## src/rtl/mux421_serializer_pkg.sv

```systemverilog
// rtl/mux421_serializer_pkg.sv - shared encodings and sizes for the 4:1 mux serializer
// Contents: state_t (IDLE/SHIFT/GAP), LANES, SEL_W, BEAT_LAST.
package mux421_serializer_pkg;

  localparam int LANES = 4;
  localparam int SEL_W = 2;

  localparam logic [SEL_W-1:0] BEAT_LAST = 2'd3;

  typedef enum logic [1:0] {
    IDLE  = 2'd0,
    SHIFT = 2'd1,
    GAP   = 2'd2
  } state_t;

endpackage

```

## src/rtl/mux421_serializer_mux.sv

```systemverilog
// rtl/mux421_serializer_mux.sv - 4:1 mux, one data lane per select value
// Ports: data[LANES] lane inputs, sel lane select, y selected lane.
module mux421
  import mux421_serializer_pkg::*;
(
  input  logic [LANES-1:0] data,
  input  logic [SEL_W-1:0] sel,
  output logic             y
);

  assign y = data[sel];

endmodule

```

## src/rtl/mux421_serializer.sv

```systemverilog
// rtl/mux421_serializer.sv - steps a 4:1 mux select to serialize a parallel word
// Ports: clk, rst_n (async, active-low); in_valid/in_ready/in_data/order_ovr/
// in_msb_first parallel input; sel, ser_data/ser_valid/ser_ready/ser_last serial
// output; busy high in SHIFT or GAP.
module mux421_serializer
  import mux421_serializer_pkg::*;
#(
  parameter int GAP_CYCLES        = 0,
  parameter bit MSB_FIRST_DEFAULT = 1'b0
) (
  input  logic             clk,
  input  logic             rst_n,
  input  logic             in_valid,
  output logic             in_ready,
  input  logic [LANES-1:0] in_data,
  input  logic             order_ovr,
  input  logic             in_msb_first,
  output logic [SEL_W-1:0] sel,
  output logic             ser_data,
  output logic             ser_valid,
  input  logic             ser_ready,
  output logic             ser_last,
  output logic             busy
);

  // GAP is entered with GAP_CYCLES-1 and left after the cycle at zero.
  localparam logic [3:0] GAP_INIT = (GAP_CYCLES > 0) ? 4'(GAP_CYCLES - 1) : 4'd0;

  state_t           state;
  logic [LANES-1:0] hold;
  logic             order;
  logic [SEL_W-1:0] beat;
  logic [3:0]       gap_cnt;

  logic last_beat_xfer;
  logic in_fire;
  logic load_order;

  assign last_beat_xfer = (state == SHIFT) && (beat == BEAT_LAST) && ser_ready;

  // Without a gap the next word may be taken on the last beat, so in_ready
  // must see ser_ready combinationally.
  assign in_ready   = (state == IDLE) || (last_beat_xfer && (GAP_CYCLES == 0));
  assign in_fire    = in_valid && in_ready;
  assign load_order = order_ovr ? in_msb_first : MSB_FIRST_DEFAULT;

  always_ff @(posedge clk or negedge rst_n) begin
    if (!rst_n) begin
      state     <= IDLE;
      hold      <= '0;
      order     <= 1'b0;
      sel       <= '0;
      beat      <= '0;
      gap_cnt   <= '0;
      ser_valid <= 1'b0;
      ser_last  <= 1'b0;
      busy      <= 1'b0;
    end else begin
      case (state)
        IDLE: begin
        end
        SHIFT: begin
          if (ser_ready) begin
            if (beat != BEAT_LAST) begin
              beat     <= beat + 2'd1;
              sel      <= order ? sel - 2'd1 : sel + 2'd1;
              ser_last <= (beat == BEAT_LAST - 2'd1);
            end else if (GAP_CYCLES == 0) begin
              state     <= IDLE;
              ser_valid <= 1'b0;
              ser_last  <= 1'b0;
              busy      <= 1'b0;
            end else begin
              gap_cnt   <= GAP_INIT;
              state     <= GAP;
              ser_valid <= 1'b0;
              ser_last  <= 1'b0;
            end
          end
        end
        GAP: begin
          if (gap_cnt == 4'd0) begin
            state <= IDLE;
            busy  <= 1'b0;
          end else begin
            gap_cnt <= gap_cnt - 4'd1;
          end
        end
        default: begin
          state     <= IDLE;
          ser_valid <= 1'b0;
          ser_last  <= 1'b0;
          busy      <= 1'b0;
        end
      endcase

      // A load wins over the IDLE return above, giving back-to-back words.
      if (in_fire) begin
        hold      <= in_data;
        order     <= load_order;
        sel       <= load_order ? BEAT_LAST : 2'd0;
        beat      <= '0;
        state     <= SHIFT;
        ser_valid <= 1'b1;
        ser_last  <= 1'b0;
        busy      <= 1'b1;
      end
    end
  end

  mux421 u_mux (
    .data (hold),
    .sel  (sel),
    .y    (ser_data)
  );

endmodule

```

## config.mk

```make
export PLATFORM = sky130hd
export DESIGN_NAME = mux421_serializer
export DESIGN_NICKNAME = d
export VERILOG_FILES = /design/src/rtl/mux421_serializer_pkg.sv /design/src/rtl/mux421_serializer_mux.sv /design/src/rtl/mux421_serializer.sv
export SDC_FILE = /design/constraint.sdc
export NUM_CORES = 1
export LEC_CHECK = 0
export CAP_MARGIN = 40
export CORE_MARGIN = 1.5
export CORE_UTILIZATION = 40
export CTS_BUF_LIST = sky130_fd_sc_hd__clkbuf_8
export CTS_CLUSTER_DIAMETER = 150
export CTS_CLUSTER_SIZE = 25
export DETAILED_ROUTE_END_ITERATION = 16
export HOLD_SLACK_MARGIN = 0.02
export PLACE_DENSITY = 0.76
export SLEW_MARGIN = 20
export SYNTH_ARGS = -nofsm -noshare
export SYNTH_HDL_FRONTEND = slang
export SYNTH_SLANG_ARGS = --single-unit
```

## constraint.sdc

```tcl
create_clock -name clk -period 1.45 [get_ports clk]
set_input_delay 0.145 -clock clk [delete_from_list [all_inputs] [get_ports clk]]
set_output_delay 0.145 -clock clk [all_outputs]
set_load 0.01 [all_outputs]
```

==> impl_metrics.yaml, run 1 <==
global_route:
  use_met1: 0.2428
  grt_pass1_vias: 540
  grt_usage: 0.1772
  grtUsageMet2: 0.2647
  grt_max_degree: 13
  grt_util_met3: 0.03673
  grt_pass1_wl_mm: 2.456
  gr-max-usage-layer: "met2"
  antenna_found_initial: 0
  grt_overflow: 0
timing:
  rsz0062_at_grt: "yes"
  min_period_ns: 1.422
  fmax_ghz: 0.7033
  finClkSkew_ns: 0.001072
  post-route-period-util: 0.9806
  setup-violations-final: 0
  relSlewSlack: 0.6388
  tns_ns: 0
  drv_slew: 0
  worst-slew-pin-transition_ns: 0.5401
  holdWs_ns: 0.2621
  hold_violations: 0
  worst_slack_ns: 0.02810
setup_path:
  crit_fanout: 2
  r2r_cells: 6
  crit_type: "flip-flop to output port"
  reg2reg_from: "beat[0]$_DFFE_PN0P_"
  startpoint_type: "flip-flop"
  worstReg2RegEnd: "sel[1]$_DFFE_PN0P_"
  cp-end-kind: "output port"
  r2r_setup_slack_ns: 0.03
  required_ns: 1.31
  worstPathArrival_ns: 1.28
drt:
  drt-vias-per-instance: 5.121
  vias: 548
  drc: 0
  post_drt_wl_per_cell_microns: 13.36
  firstDrtPassIters: 6
  drt_iter0_drc: 16
  antenna_left: 0
  wl_mm: 1.430
clock_tree:
  clock-sinks: 12
  clk_pin_slew_ns: 0.05
  cts-buffers-inserted: 3
  cts_tree: "built"
  h-tree-depth: 1
  clk_latency_ns: 0.24
  clockBufferDepth: 2
  cts_root_buf: "clkbuf_8"
  postCtsHoldBufs: 0
placement:
  place_congestion: 0.7280
  portBuffers: 16
  dp.cells: 100
  dp_slack_ns: -0.06313
  dp_hpwl_mm: 1.022
finish:
  multiInputGateArea_sq_um: 374.1
  nets: 104
  nFillCells: 130
  drive_gt1_frac: 0.3846
  regArea_sq_um: 300.3
  syn_to_final_growth_pct: 52.65
  antenna_cells: 0
  final_cells: 107
logic_synthesis:
  ys_types: 29
  synth_fp_nets: 70
  synth_area_sq_um: 684.4
  synthArstFlopShare: 1.000
  synth_edf_count: 0
  yosysWarnings: 0
  synthFlopType: "dfrtp_1"
  ys_ff_latch: 12
  ys_seq_area_frac: 0.4388
  syn_inst: 58
  syn_avg_cell_area_sq_um: 11.80
outcome:
  status: "finished clean"
power:
  pwr_density_cell_nw_per_um2: 2004
  p_leak_nw: 0.4984
  max-vdd-ir-drop_mv: 0.8096
hold_path:
  hp-class: "primary input to asynchronous set/reset pin"
floorplanning:
  die_w_microns: 44.37
  boundaryPins: 17
  die-area_sq_um: 1968
  core_region_area_sq_um: 1559
  start_util: 0.4390
  fp-row-count: 14
  die_h_microns: 44.37
run:
  drv_cap: 0
-- cell usage after synthesis (2+ instances only) --
cell,n,area (sq um)
a21oi_1,4,20.02
a22o_1,3,26.28
dfrtp_1,12,300.3
ha_1,2,25.02
inv_1,5,18.77
mux2_4,4,60.06
nand2_1,2,7.510
nor2_1,4,15.01
o21ai_1,2,10.01
-- registers in the layout, indices dropped and copies added (netlist names) --
name,flops
beat,2
busy,1
hold,4
order,1
sel,2
ser_last,1
ser_valid,1
-- cell usage in the layout, fill, tap and decap left out, types with 2 or more instances in the layout --
cell type	synthesis	layout
buf_4	1	14
clkdlybuf4s50_1	0	13
dfrtp_1	12	12
inv_1	5	5
mux2_4	4	5
nor2_1	4	4
clkbuf_8	0	4
a21oi_1	4	3
a22o_1	3	3
nand2_1	2	2
o21ai_1	2	2
ha_4	0	2
buf_6	1	2
-- kinds of logic after synthesis --
| logic type | synth area share |
|---|---|
| DFF | 0.4388 |
| AOI/OAI and AO/OA | 0.1737 |
| xor gates and xnor gates | 0.01280 |
| buffers and inverters | 0.06216 |
| adders and majority gates | 0.03656 |
| muxes | 0.1572 |
| and+or+nand+nor | 0.1188 |
-- repair_timing --
action | 4_1_cts | 5_1_grt
gates resized for setup | 10 | 6
cloned | 0 | 0
endpoints found under the setup margin | 4 | 3
buffers inserted | 1 | 2
pin swaps | 1 | 7
-- worst max-delay path, stage by stage, from the launching register on --
cell     delay, ns
dfrtp_1       0.35
mux4_1        0.53
buf_2         0.15
-- power by group --
part / internal (mW) / switching [mW] / total, mW
sequential: 0.492 / 0.108 / 0.600
combinational: 0.714 / 0.418 / 1.13
clock: 0.240 / 0.123 / 0.363
total: 1.45 / 0.648 / 2.09
-- through the flow --
step	area (sq um)	utilization	power, mW
floorplan	684.4	-	1.176
global placement	938.4	0.6019	1.600
detailed placement	938.4	0.6019	1.627
CTS	1005	0.6445	2.006
global route	1045	0.6701	2.246
finish	1045	0.6701	2.094
-- layer usage --
| layer | vias to the layer above | routed length, microns |
|---|---|---|
| met5 | - | 0 |
| met4 | 0 | 17 |
| met3 | 2 | 30 |
| met2 | 10 | 702 |
| met1 | 265 | 679 |
| li1 | 271 | - |
-- worst max path at each step --
stage	slack (ns)	cells after the start	start	endpoint
after global routing	-0.03	6	beat[0]$_DFFE_PN0P_	sel[1]$_DFFE_PN0P_
after detailed placement	-0.06	2	sel[0]$_DFFE_PN0P_	ser_data
after global placement	-0.05	2	sel[0]$_DFFE_PN0P_	ser_data
final	0.03	2	sel[0]$_DFFE_PN0P_	ser_data
after floorplan	0.04	4	beat[1]$_DFFE_PN0P_	hold[0]$_DFFE_PN0P_
after CTS	0.005	6	beat[1]$_DFFE_PN0P_	sel[0]$_DFFE_PN0P_
-- final cells by class --
cell class	instances	share of cell area
clock buffers	4	0.05269
inverters	5	0.01796
multi-input cells	38	0.3581
flip-flops and latches	12	0.2874
well taps	16	0.01916
repair buffers	32	0.2647
(Power assumes the default switching activity.)
==> run 2: changes to the inputs <==
- GPL_ROUTABILITY_DRIVEN: not set -> 0
==> results of run 2 <==
Final layout, timing and power as in run 1 (identical DEF).
